`config.mk`:
```
export PLATFORM = sky130hd
export DESIGN_NAME = piso_serialiser
export DESIGN_NICKNAME = d
export VERILOG_FILES = /design/src/rtl/piso_serialiser_pkg.sv /design/src/rtl/piso_serialiser_counter.sv /design/src/rtl/piso_serialiser.sv
export SDC_FILE = /design/constraint.sdc
export NUM_CORES = 1
export LEC_CHECK = 0
export BUFFER_PORTS_ARGS = -buffer_cell sky130_fd_sc_hd__buf_4
export CAP_MARGIN = 10
export CORE_MARGIN = 4
export CORE_UTILIZATION = 30
export DETAILED_ROUTE_END_ITERATION = 10
export HOLD_SLACK_MARGIN = 0.02
export PLACE_DENSITY = 0.48
export SLEW_MARGIN = 15
export SYNTH_ARGS = -nofsm -noshare
export SYNTH_HDL_FRONTEND = slang
export SYNTH_SLANG_ARGS = --single-unit
```
`constraint.sdc`:
```
create_clock -name CLK -period 4.65 [get_ports CLK]
set_clock_uncertainty 0.05 [all_clocks]
set_input_delay 0.93 -clock CLK [delete_from_list [all_inputs] [get_ports CLK]]
set_output_delay 0.93 -clock CLK [all_outputs]
set_load 0.005 [all_outputs]
```
`src/rtl/piso_serialiser_pkg.sv`:
```
// Shared definitions for the serial transmit/receive family:
// FSM states, bit-order encoding and the counter width helper.
package piso_serialiser_pkg;

    typedef enum logic [0:0] {
        ST_IDLE  = 1'b0,
        ST_SHIFT = 1'b1
    } state_e;

    localparam logic ORDER_LSB_FIRST = 1'b0;
    localparam logic ORDER_MSB_FIRST = 1'b1;

    // Width of a counter that must hold N-1; kept at least 1 bit wide.
    function automatic int cnt_width(input int n);
        return (n < 2) ? 1 : $clog2(n);
    endfunction

endpackage

```
`src/rtl/piso_serialiser_counter.sv`:
```
// Loadable down-counter with zero flag, used to count bits within a word.
// Shared in spirit with the matching deserialiser.
module down_counter_ld #(
    parameter int W = 3
) (
    input  logic         i_clk,
    input  logic         i_rst_n,
    input  logic         i_load,
    input  logic [W-1:0] i_load_val,
    input  logic         i_dec,
    output logic [W-1:0] o_cnt,
    output logic         o_zero
);

    logic [W-1:0] r_cnt;

    // Load wins over decrement; the counter never wraps because the
    // owner only decrements while the count is non-zero.
    always_ff @(posedge i_clk or negedge i_rst_n) begin
        if (!i_rst_n) begin
            r_cnt <= '0;
        end else if (i_load) begin
            r_cnt <= i_load_val;
        end else if (i_dec) begin
            r_cnt <= r_cnt - 1'b1;
        end
    end

    assign o_cnt  = r_cnt;
    assign o_zero = (r_cnt == '0);

endmodule

```
`src/rtl/piso_serialiser.sv`:
```
// Parallel-in serial-out transmitter with VALID/READY load, per-word bit
// order and gap-free back-to-back words.
module piso_serialiser
    import piso_serialiser_pkg::*;
#(
    parameter int   N          = 8,
    parameter logic IDLE_LEVEL = 1'b0
) (
    input  logic         CLK,
    input  logic         N_RESET,
    input  logic         EN,
    input  logic         LOAD_VALID,
    output logic         LOAD_READY,
    input  logic [N-1:0] DATAW,
    input  logic         MSB_FIRST,
    output logic         SOUT,
    output logic         SVALID,
    output logic         LAST,
    output logic         o_dbg_state
);

    localparam int CW = cnt_width(N);

    // Handshake: a word transfers on a rising edge where EN, LOAD_VALID and
    // LOAD_READY are all high. LOAD_READY depends only on registered state.
    state_e         r_state;
    logic [N-1:0]   r_sr;
    logic           r_order;
    logic [CW-1:0]  w_cnt;
    logic           w_zero;
    logic           w_shift;
    logic           w_accept;
    logic           w_dec;

    assign w_shift    = (r_state == ST_SHIFT);
    assign LOAD_READY = !w_shift || w_zero;
    assign w_accept   = EN && LOAD_VALID && LOAD_READY;
    assign w_dec      = EN && w_shift && !w_zero;

    down_counter_ld #(.W(CW)) u_bit_cnt (
        .i_clk      (CLK),
        .i_rst_n    (N_RESET),
        .i_load     (w_accept),
        .i_load_val (CW'(N - 1)),
        .i_dec      (w_dec),
        .o_cnt      (w_cnt),
        .o_zero     (w_zero)
    );

    always_ff @(posedge CLK or negedge N_RESET) begin
        if (!N_RESET) begin
            r_state <= ST_IDLE;
            r_sr    <= '0;
            r_order <= ORDER_LSB_FIRST;
        end else if (EN) begin
            case (r_state)
                ST_IDLE: begin
                    if (w_accept) begin
                        r_sr    <= DATAW;
                        r_order <= MSB_FIRST;
                        r_state <= ST_SHIFT;
                    end
                end
                ST_SHIFT: begin
                    if (!w_zero) begin
                        r_sr <= (r_order == ORDER_MSB_FIRST) ? {r_sr[N-2:0], 1'b0}
                                                              : {1'b0, r_sr[N-1:1]};
                    end else if (w_accept) begin
                        // Next word loads on the last bit: no idle gap.
                        r_sr    <= DATAW;
                        r_order <= MSB_FIRST;
                    end else begin
                        r_sr    <= '0;
                        r_state <= ST_IDLE;
                    end
                end
                default: r_state <= ST_IDLE;
            endcase
        end
    end

    assign SVALID      = w_shift;
    assign LAST        = w_shift && w_zero;
    assign SOUT        = w_shift ? ((r_order == ORDER_MSB_FIRST) ? r_sr[N-1] : r_sr[0])
                                 : IDLE_LEVEL;
    assign o_dbg_state = w_shift;

endmodule

```
==> Yosys cells after proc, flatten, opt, wreduce, memory -nomap -nowiden <==
Index checks and enable logic that the tools add are counted.
{ "totals": {"mem_bits_rw": 0, "memories": 0, "reg_bits": 13, "inputBits": 13, "rom_bits": 0, "word_cells": 35, "latch_bits": 0, "out_inout_bits": 5} }
{ "classes": {"div_mod_pow": 0, "n_eq_ne": 2, "muxes": 15, "shift": 0, "order_cmp": 0, "multipliers": 0, "bitwise_logic": 1, "add_sub_neg": 1, "n_reduce_logical": 12} }
{ "op_table": {"columns": ["op", "count"], "rows": [
  ["$mux W8", 4],
  ["$pmux W8 S2", 1],
  ["$mux W1", 6],
  ["$mux W3", 2],
  ["$logic_and A1 B1 Y1", 5],
  ["$ne A2 B1 Y1 const B", 2],
  ["$pmux W1 S2", 2],
  ["$reduce_and A2 Y1", 2],
  ["$logic_not A3 Y1", 1],
  ["$sub A3 B1 Y3 const B", 1],
  ["$logic_not A1 Y1", 2],
  ["$reduce_bool A2 Y1", 1],
  ["$logic_or A1 B1 Y1", 1],
  ["$not A1 Y1", 1]
]} }

==> Longest topological paths before layout <==
Gate-level depths: netlist (run 1).
{ "depth": {"ltp_word": 6, "ltp_mapped": 6, "ltp_nobuf": 5} }

==> Modules after synthesis <==
Synthesis (run 1) repeated with hierarchy kept, for this count alone.
{ "unflattened": {"cells_unflattened": 85, "area_unflattened_um2": 800.8} }
{ "by_module_without_submodules": {"columns": ["module", "area_each_um2", "seq_area_each_um2", "instances", "cells_each"], "rows": [
  ["piso_serialiser", 621.8, 250.2, 1, 66],
  ["down_counter_ld", 178.9, 75.1, 1, 19]
]} }

==> Least setup slack after synthesis (run 1) <==
Ideal clock, no wire load.
{ "synth_timing": {"path_kind": "register to output", "start": "reg u_bit_cnt.r_cnt[0] (netlist: u_bit_cnt.o_cnt[0])", "end": "out LAST", "t_required_ns": 3.670, "arrival_ns": 0.936, "n_path_buf": 1, "stages_incl_launch_ff": 6, "setup_slack_ns": 2.734, "cell_sequence": "dfrtp_1 -> inv_1 -> ha_1 -> nand2b_1 -> buf_6 -> nor2_1"} }
{ "synth_via": {"elab_chain_cells": 2} }
{ "synth_lines": {"columns": ["item", "line_no", "rtl"], "rows": [
  ["start: declaration", "piso_serialiser_counter.sv:15", "logic [W-1:0] r_cnt;"],
  ["start signal: assignment", "piso_serialiser_counter.sv:23", "r_cnt <= i_load_val;"],
  ["start signal: assignment", "piso_serialiser_counter.sv:25", "r_cnt <= r_cnt - 1'b1;"],
  ["$logic_not A3 Y1", "piso_serialiser_counter.sv:30", "assign o_zero = (r_cnt == '0);"],
  ["$logic_and A1 B1 Y1", "piso_serialiser.sv:83", "assign LAST = w_shift && w_zero;"],
  ["end: declaration", "piso_serialiser.sv:18", "output logic LAST,"]
]} }
No other way between the ends.

==> Worst setup path in the final report (run 1) <==
{ "layout_timing": {"start": "reg u_bit_cnt.r_cnt[1] (netlist: u_bit_cnt.o_cnt[1])", "end": "out LAST"} }
Same word-level chain as after synthesis.

==> out/results.ini, run 1 <==
[clock_tree]
clock-sinks=13
htree_levels=1
numCtsBuffers=3
clock_path_buffers=2
clk_latency_ns=0.28
ctsHoldBuffers=0
cts_tree=built
path_clk_slew_ns=0.09
cts_resized=0
cts_root_buf=clkbuf_4
post_cts_buffers=0

[detailed_routing]
dr.pass1.iters=4
wl_um=1660
routedWlPerCell_um=13.1
num_vias=660
ant_nets=0
drc_errors=0
first_iter_violations=25
vias_per_cell=5.20

[yosys]
postSynth.asyncResetShare_pct=100
synth_top_family_by_area=compound AO/OA/AOI/OAI gates
synth_fp_nets=96
synth.avg_cell_area_um2=9.50
ys_seq_area_share_pct=42.3
synthAdderAreaFrac_pct=3.25
yosys.area_share.simple_pct=13.2
synthXorXnorAreaFrac_pct=0
netlist_area_um2=769
synth_compound_area_share_pct=20.5
syn_inst=81
synth_top_area_share_pct=42.3
netlist.top_cell.by_area=dfrtp_1
ys.flop_type=dfrtp_1
synthMuxAreaShare_pct=11.1
yosysWarnings=0
yosys-top-cells-area=dfrtp_1, mux2i_1, o221ai_1
ys_ff_latch=13
synth_edf_count=0
netlist-cell-type-count=27

[timing]
relSlewSlack_pct=57.8
period_needed_ns=2.42
setup_tns_ns=0
max_freq_mhz=413
hold_viol=0
setup_viol=0
rsz0062_at_grt=false
maxSlewViolCount=0
timing.final.crit_share_pct=52.1
tightest_slew_ns=0.628

[place]
placed_area_um2=901
place_congestion=0.658
hpwlAfterDp_um=1230
io_buffers=17
dp.cells=123

[power]
clkPwrFrac_pct=14.7
p_seq_share_pct=43.1
power.leakage_nw=0.476
switchingPower_w=0.000186
peakVddDrop_uv=256
cellPowerDensity_nw_per_um2=529
internal_power_w=0.000304
combinationalPowerShare_pct=42.2
switching_share_pct=38.0

[critical_path]
crit_chain=inv_1 -> ha_1 -> nand2b_1 -> nor2_1 -> buf_4
arrival_ns=1.44
endpoint_kind=output pin
crit_slowest_cell=dfrtp_1
cp-start-kind=register
cp.required_ns=3.67
worstSetupPathType=register to output pin
crit_fanout=8
crit_path_max_incr_delay_ns=0.39

[cells_and_area]
fin_util_pct=37.8
final_area_um2=927
n_fill_cell=257
drive_above_1_share_pct=24.7
stdcell_count=127
antenna_cells=0
syn2layout_area_growth_pct=20.5
final_nets=113

[floorplan]
initial_core_util_pct=31.3
die_y_um=58.6
die_x_um=58.6
num_rows=18
placeableCoreArea_um2=2450
die_area_um2=3440
pin_count=18

[global_route]
grt_pass1_wl_um=2800
grt_antenna_before_repair=0
grt_pass1_vias=581
track_usage_pct=11.1
grt_max_degree=16
overflow=0

[job]
maxCapViolations=0

[hold_path]
hold_path_class=input pin to asynchronous set/reset pin

[status]
status=finished, final reports clean

[worst max-delay path, delay by kind of cell (launching register included)]
| family | cells | cell delay [ns] |
|---|---|---|
| adder cells (fa/ha/maj) | 1 | 0.22 |
| buffers and inverters | 2 | 0.22 |
| flip-flops | 1 | 0.39 |
| AND/OR/NAND/NOR | 2 | 0.33 |
[cell usage after synthesis (all sizes together) (2+ instances only)]
cell type	number
nand2	8
o221ai	6
inv	11
dfrtp	13
ha	2
nand3	3
and3	2
nor2	4
o21ai	2
a21oi	7
mux2i	7
a221o	2
buf	5
[area by class of cell]
cell class,instances,area (um^2),area share [%]
multi-input cells,52,369,39.8
flip-flops and latches,13,325,35.1
repair buffers,17,128,13.8
inverters,11,41.3,4.45
well taps,30,37.5,4.05
clock buffers,4,26.3,2.83
[sequential cells by signal, summed over array words and instances (netlist names)]
name / count
r_sr: 8
u_bit_cnt.o_cnt: 3
r_order: 1
SVALID: 1
[metal layers]
metal | share of wire, % | vias to the layer above | routed length [um] | global-route usage (%)
met3 | 4.0 | 2 | 66 | 2.85
met5 | 0 | - | 0 | 0
met2 | 45 | 13 | 749 | 14.4
li1 | - | 322 | - | -
met1 | 50 | 323 | 830 | 16.1
met4 | 0.90 | 0 | 15 | 6.80
[cell usage in the layout, fill, tap and decap left out, drive strengths merged]
| cell | netlist | final |
|---|---|---|
| ha | 2 | 2 |
| and3b | 1 | 1 |
| a221o | 2 | 2 |
| nand2 | 8 | 8 |
| nor2b | 1 | 1 |
| nor2 | 4 | 4 |
| nand2b | 1 | 1 |
| o41ai | 1 | 1 |
| a41o | 1 | 1 |
| o22ai | 1 | 1 |
| o221ai | 6 | 6 |
| a21o | 1 | 1 |
| and3 | 2 | 2 |
| nand4 | 1 | 1 |
| nand3 | 3 | 3 |
| dfrtp | 13 | 13 |
| mux2 | 1 | 1 |
| mux2i | 7 | 7 |
| o21ai | 2 | 2 |
| a21oi | 7 | 7 |
| buf | 5 | 17 |
| inv | 11 | 11 |
| clkbuf | 0 | 4 |
[power by group through the flow]
| stage | Combinational [W] | Sequential (W) | Clock [W] |
|---|---|---|---|
| floorplan | 0.000180 | 0.000183 | 0 |
| global placement | 0.000209 | 0.000215 | 0 |
| detailed placement | 0.000209 | 0.000214 | 0 |
| CTS | 0.000210 | 0.000211 | 0.0000753 |
| global route | 0.000232 | 0.000217 | 0.0000842 |
| finish | 0.000207 | 0.000211 | 0.0000722 |
[per-stage QoR]
step | power, W | hold WS, ns | setup slack, ns
final | 0.000490 | 0.426 | 2.23
after global routing | 0.000534 | 0.422 | 2.07
after CTS | 0.000497 | 0.426 | 2.21
after detailed placement | 0.000423 | 0.456 | 2.53
after global placement | 0.000424 | 0.454 | 2.52
after floorplan | 0.000362 | 0.420 | 2.73
[worst paths after layout]
check | startpoint | depth (start not counted) | slack, ns | endpoint
min | N_RESET | 1 | 0.43 | u_bit_cnt.o_cnt[2]
min in group CLK | r_sr[6] | 2 | 0.48 | r_sr[6]
min reg2reg | r_sr[6] | 2 | 0.48 | r_sr[6]
max in group asynchronous | N_RESET | 1 | 3.95 | r_sr[2]
max reg2reg | u_bit_cnt.o_cnt[1] | 5 | 2.97 | r_order
max | u_bit_cnt.o_cnt[1] | 5 | 2.23 | LAST
[kinds of logic (layout without fill, tap and decap cells)]
| kind of cell | after synthesis | after routing |
|---|---|---|
| AO/OA/AOI/OAI | 21 | 21 |
| adder cells (fa/ha/maj) | 2 | 2 |
| buffers and inverters | 16 | 32 |
| flip-flops | 13 | 13 |
| multiplexers | 8 | 8 |
| AND/OR/NAND/NOR | 21 | 21 |
Power figures use the tool's default switching activity.
==> run 2, diff against run 1 <==
Clock period 4.65 ns to 2.42 ns, I/O delays scaled along.
==> out/results.ini, run 2 (same netlist as run 1, synthesis figures left out) <==
[status]
status=finished, final reports clean  ; unchanged

[hold_path]
whs_path_depth=2
hp-start=MSB_FIRST
hold_path_class=input pin to register  ; was input pin to asynchronous set/reset pin
min_to=r_order

[power]
cellPowerDensity_nw_per_um2=1000  ; was 529 nW/um^2
finalPower_w=0.000940  ; was 0.000490 W
power.leakage_nw=0.480  ; was 0.476 nW
peakVddDrop_uv=494  ; was 256 uV

[timing]
max_freq_mhz=508
rsz0062_at_grt=false  ; unchanged
period_needed_ns=1.97
maxSlewViolCount=0  ; unchanged
relSlewSlack_pct=62.4  ; was 57.8%
setup_viol=0  ; unchanged
tightest_slew_ns=0.561  ; was 0.628 ns
hold_viol=0  ; unchanged
setup_tns_ns=0  ; unchanged
timing.final.crit_share_pct=81.4
fin_ws_ns=0.450  ; was 2.23 ns

[critical_path]
crit_fanout=8  ; unchanged
endpoint_kind=output pin  ; unchanged
crit_family=flip-flops  ; unchanged
crit_chain=inv_1 -> ha_1 -> nand2b_1 -> nor2_1 -> buf_4  ; unchanged
critPathBufInv=2  ; unchanged
rr_startpoint=u_bit_cnt.o_cnt[0]  ; was u_bit_cnt.o_cnt[1]
crit_path_max_incr_delay_ns=0.37  ; was 0.39 ns
r2r-end=r_order  ; unchanged
crit_slowest_cell=dfrtp_1  ; unchanged
r2r_cells=5  ; unchanged
worstSetupPathType=register to output pin  ; unchanged
cp.required_ns=1.89  ; was 3.67 ns
arrival_ns=1.44  ; about the same
cp-start-kind=register  ; unchanged
r2r_slack_ns=0.75  ; was 2.97 ns

[detailed_routing]
wl_um=1630  ; was 1660 um
ant_nets=0  ; unchanged
routedWlPerCell_um=12.8  ; was 13.1 um
dr.pass1.iters=4  ; unchanged
first_iter_violations=22  ; was 25
drc_errors=0  ; unchanged
num_vias=635  ; was 660
vias_per_cell=4.96  ; was 5.20

[clock_tree]
htree_levels=1  ; unchanged
numCtsBuffers=3  ; unchanged
path_clk_slew_ns=0.09  ; about the same
cts_resized=0  ; unchanged
clock_path_buffers=2  ; unchanged
cts_tree=built  ; unchanged
clock-sinks=13  ; unchanged
cts_root_buf=clkbuf_4  ; unchanged
clk_latency_ns=0.28  ; about the same

[floorplan]
pin_count=18  ; unchanged
die_y_um=58.6  ; unchanged
die_x_um=58.6  ; unchanged
num_rows=18  ; unchanged
die_area_um2=3440  ; unchanged
placeableCoreArea_um2=2450  ; unchanged
initial_core_util_pct=31.3  ; unchanged

[global_route]
grt_pass1_vias=587  ; was 581
overflow=0  ; unchanged
track_usage_pct=10.9  ; was 11.1%
grt_pass1_wl_um=2780  ; was 2800 um
grt_antenna_before_repair=0  ; unchanged
grt_max_degree=16  ; unchanged

[place]
dp.cells=123  ; unchanged
preCtsSetupSlack_ns=0.755  ; was 2.53 ns
hpwlAfterDp_um=1220  ; was 1230 um
io_buffers=17  ; unchanged
place_congestion=0.658  ; unchanged

[cells_and_area]
layout_common_cells=buf_4, dfrtp_1, inv_1  ; unchanged
antenna_cells=0  ; unchanged
regMostFlops=r_sr  ; unchanged
syn2layout_area_growth_pct=21.8  ; was 20.5%
final_nets=114  ; was 113
fin_util_pct=38.2  ; was 37.8%
stdcell_count=128  ; was 127
drive_above_1_share_pct=24.5  ; was 24.7%
largest_reg_flops=8  ; unchanged
layout_commonest_cell=buf_4  ; unchanged

[job]
maxCapViolations=0  ; unchanged

run 2: changes by cell type in the layout (fill, tap and decap cells not counted), sizes merged:
cell         previous run  this run
dlygate4sd3             0         1
run 2: worst max path at each step:
stage              end               start  slack (ns)  cells past startpoint
4_1_cts           LAST  u_bit_cnt.o_cnt[0]        0.43                      5
3_3_place_gp      LAST  u_bit_cnt.o_cnt[0]        0.74                      5
5_1_grt           LAST  u_bit_cnt.o_cnt[0]        0.29                      5
3_5_place_dp      LAST  u_bit_cnt.o_cnt[0]        0.75                      5
6_report          LAST  u_bit_cnt.o_cnt[0]        0.45                      5
2_1_floorplan  r_order  u_bit_cnt.o_cnt[0]        0.90                      6
run 2: stage by stage:
stage | hold WS [ns] | area, um^2
6_report | 0.392 | 937
5_1_grt | 0.361 | 937
4_1_cts | 0.381 | 937
3_5_place_dp | 0.291 | 901
3_3_place_gp | 0.295 | 901
2_1_floorplan | 0.138 | 769
run 2: power breakdown:
group	internal, W	switching [W]
logic	0.000218	0.000176
clock network	0.0000639	0.0000752
registers	0.000303	0.000104
run 2: layout make-up:
class                   count  area [um^2]
clock buffers               4         26.3
fillers                   264         1520
inverters                  11         41.3
multi-input cells          52          369
flip-flops and latches     13          325
well taps                  30         37.5
repair buffers             18          138
run 2: timing repair:
item / CTS / global route
hold endpoints to repair: 13 / 0
hold buffers: 1 / 0
setup buffers: 0 / 0
run 2: routing by layer:
layer  global-route usage, %  wire, um  vias up
met3                    3.07        76        2
li1                        -         -      325
met1                    15.5       800      298
met2                    14.5       740       10
met4                    6.80        15        0
met5                       0         0        -
run 2: worst register-to-register path: cells and delay by family (launching register included):
family          cells  cell delay, ns
flops               1            0.37
compound gates      1            0.30
simple gates        1            0.19
buf+inv             1            0.11
fa+ha+maj           1            0.23
mux                 1            0.30
==> run 3, diff against run 2 <==
Clock period 2.42 ns to 1.95 ns, I/O delays scaled along.
==> out/results.ini, run 3 (same netlist as run 1, synthesis figures left out) <==
[critical_path]
r2r_slack_ns=0.35  ; was 0.75 ns
r2r-end=r_order  ; unchanged
arrival_ns=1.39  ; was 1.44 ns
rr_startpoint=u_bit_cnt.o_cnt[0]  ; unchanged
critPathBufInv=3  ; was 2
cp.required_ns=1.51  ; was 1.89 ns
cp-start-kind=register  ; unchanged
critPathMostFrequentCell=inv_1
worstSetupPathType=register to output pin  ; unchanged
crit_path_max_incr_delay_ns=0.33  ; was 0.37 ns
endpoint_kind=output pin  ; unchanged
r2r_cells=5  ; unchanged
crit_fanout=4  ; was 8
crit_slowest_cell=dfrtp_1  ; unchanged
crit_chain=inv_1 -> ha_1 -> a21oi_1 -> inv_1 -> buf_4  ; was inv_1 -> ha_1 -> nand2b_1 -> nor2_1 -> buf_4
crit_family=flip-flops  ; unchanged

[clock_tree]
clk_latency_ns=0.28  ; about the same
htree_levels=1  ; unchanged
cts_root_buf=clkbuf_4  ; unchanged
numCtsBuffers=3  ; unchanged
clock-sinks=13  ; unchanged
clock_path_buffers=2  ; unchanged
path_clk_slew_ns=0.08  ; was 0.09 ns
cts_tree=built  ; unchanged

[power]
peakVddDrop_uv=485  ; was 494 uV
switchingPower_w=0.000444  ; was 0.000355 W
combinationalPowerShare_pct=43.4  ; was 41.9%
cellPowerDensity_nw_per_um2=1240  ; was 1000 nW/um^2
switching_share_pct=37.7  ; was 37.8%
internal_power_w=0.000733  ; was 0.000585 W
clkPwrFrac_pct=14.3  ; was 14.8%
p_seq_share_pct=42.3  ; was 43.3%
power.leakage_nw=0.487  ; was 0.480 nW

[job]
maxCapViolations=0  ; unchanged

[global_route]
grt_pass1_vias=610  ; was 587
use_met3_pct=4.17  ; was 3.07%
grt.busiest_layer=met2  ; was met1
overflow=0  ; unchanged
use_met1_pct=15.0  ; was 15.5%
grt_antenna_before_repair=0  ; unchanged
grtUsageMet2_pct=15.3  ; was 14.5%
grt_max_degree=16  ; unchanged
grt_pass1_wl_um=2800  ; was 2780 um
track_usage_pct=10.8  ; was 10.9%

[status]
status=finished, final reports clean  ; unchanged

[cells_and_area]
multiInputGateArea_um2=372  ; was 369 um^2
largest_reg_flops=8  ; unchanged
regMostFlops=r_sr  ; unchanged
layout_commonest_cell=buf_4  ; unchanged
seqCellArea_um2=325  ; unchanged
n_fill_cell=263  ; was 264
layout_common_cells=buf_4, dfrtp_1, inv_1  ; unchanged
final_area_um2=948  ; was 937 um^2
syn2layout_area_growth_pct=23.3  ; was 21.8%
final_nets=115  ; was 114
drive_above_1_share_pct=27.3  ; was 24.5%
antenna_cells=0  ; unchanged

[timing]
max_freq_mhz=546
hold-worst-slack_ns=0.287  ; was 0.392 ns
relSlewSlack_pct=62.2  ; was 62.4%
tightest_slew_ns=0.563  ; was 0.561 ns
setup_viol=0  ; unchanged
fin_ws_ns=0.119  ; was 0.450 ns
period_needed_ns=1.83
rsz0062_at_grt=true  ; was false
maxSlewViolCount=0  ; unchanged
timing.final.crit_share_pct=93.9
hold_viol=0  ; unchanged

[place]
place_congestion=0.701  ; was 0.658
io_buffers=17  ; unchanged
hpwlAfterDp_um=1230  ; was 1220 um
placed_area_um2=908  ; was 901 um^2
preCtsSetupSlack_ns=0.311  ; was 0.755 ns

[floorplan]
die_area_um2=3440  ; unchanged
die_y_um=58.6  ; unchanged
num_rows=18  ; unchanged
die_x_um=58.6  ; unchanged
initial_core_util_pct=31.3  ; unchanged
pin_count=18  ; unchanged
placeableCoreArea_um2=2450  ; unchanged

[detailed_routing]
first_iter_violations=16  ; was 22
num_vias=624  ; was 635
dr.pass1.iters=4  ; unchanged
drc_errors=0  ; unchanged
wl_um=1660  ; was 1630 um
routedWlPerCell_um=12.8  ; about the same
ant_nets=0  ; unchanged
vias_per_cell=4.84  ; was 4.96

[hold_path]
hold_path_class=input pin to register  ; unchanged
min_to=r_order  ; unchanged
whs_path_depth=2  ; unchanged
hp-start=MSB_FIRST  ; unchanged

==> run 3: changes by cell type in the layout (fill, tap and decap cells not counted) <==
cell / before / now
nand2b_2: 0 / 1
clkinv_2: 0 / 1
buf_4: 17 / 18
clkbuf_1: 1 / 0
nand2b_1: 1 / 0
==> run 3: worst max path at each step <==
stage                  startpoint    endpoint  slack [ns]  depth (start not counted)
2_1_floorplan  u_bit_cnt.o_cnt[0]     r_order        0.43                          6
4_1_cts        u_bit_cnt.o_cnt[0]        LAST        0.05                          5
3_5_place_dp   u_bit_cnt.o_cnt[0]     r_order        0.31                          5
3_3_place_gp   u_bit_cnt.o_cnt[0]     r_order        0.34                          5
5_1_grt        u_bit_cnt.o_cnt[0]  LOAD_READY      -0.009                          5
6_report       u_bit_cnt.o_cnt[0]  LOAD_READY        0.12                          5
==> run 3: stage by stage <==
step	utilization [%]	setup TNS (ns)	cells	total power (W)
6_report	38.6	0	129	0.00118
5_1_grt	38.6	-0.00899	129	0.00128
4_1_cts	38.5	0	129	0.00119
3_5_place_dp	37.0	0	124	0.00102
3_3_place_gp	37.0	0	124	0.00101
2_1_floorplan	-	0	81	0.000864
==> run 3: repair_timing <==
| action | in CTS | in global routing |
|---|---|---|
| hold buffers | 1 | 0 |
| gates resized for setup | 0 | 1 |
| setup buffers | 0 | 0 |
| setup endpoints to repair | 0 | 1 |
| endpoints found under the hold margin | 13 | 0 |
==> run 3: power groups by stage <==
stage               clock, W  combinational (W)  sequential, W
floorplan                  0           0.000429       0.000435
global placement           0           0.000508       0.000503
detailed placement         0           0.000511       0.000505
CTS                 0.000179           0.000514       0.000499
global route        0.000184           0.000584       0.000515
finish              0.000168           0.000511       0.000497
==> run 3: area by class of cell <==
type                            count  share of cell area [%]
Sequential cell                    13                    34.3
Tap cell                           30                    3.96
Clock inverter                      1                   0.528
Clock buffer                        3                    2.37
Inverter                           11                    4.35
Multi-Input combinational cell     52                    39.2
Timing Repair Buffer               19                    15.3
==> run 3: per-layer routing <==
metal	wire, um	vias up
met1	827	284
met2	719	13
li1	-	325
met4	15	0
met5	0	-
met3	93	2
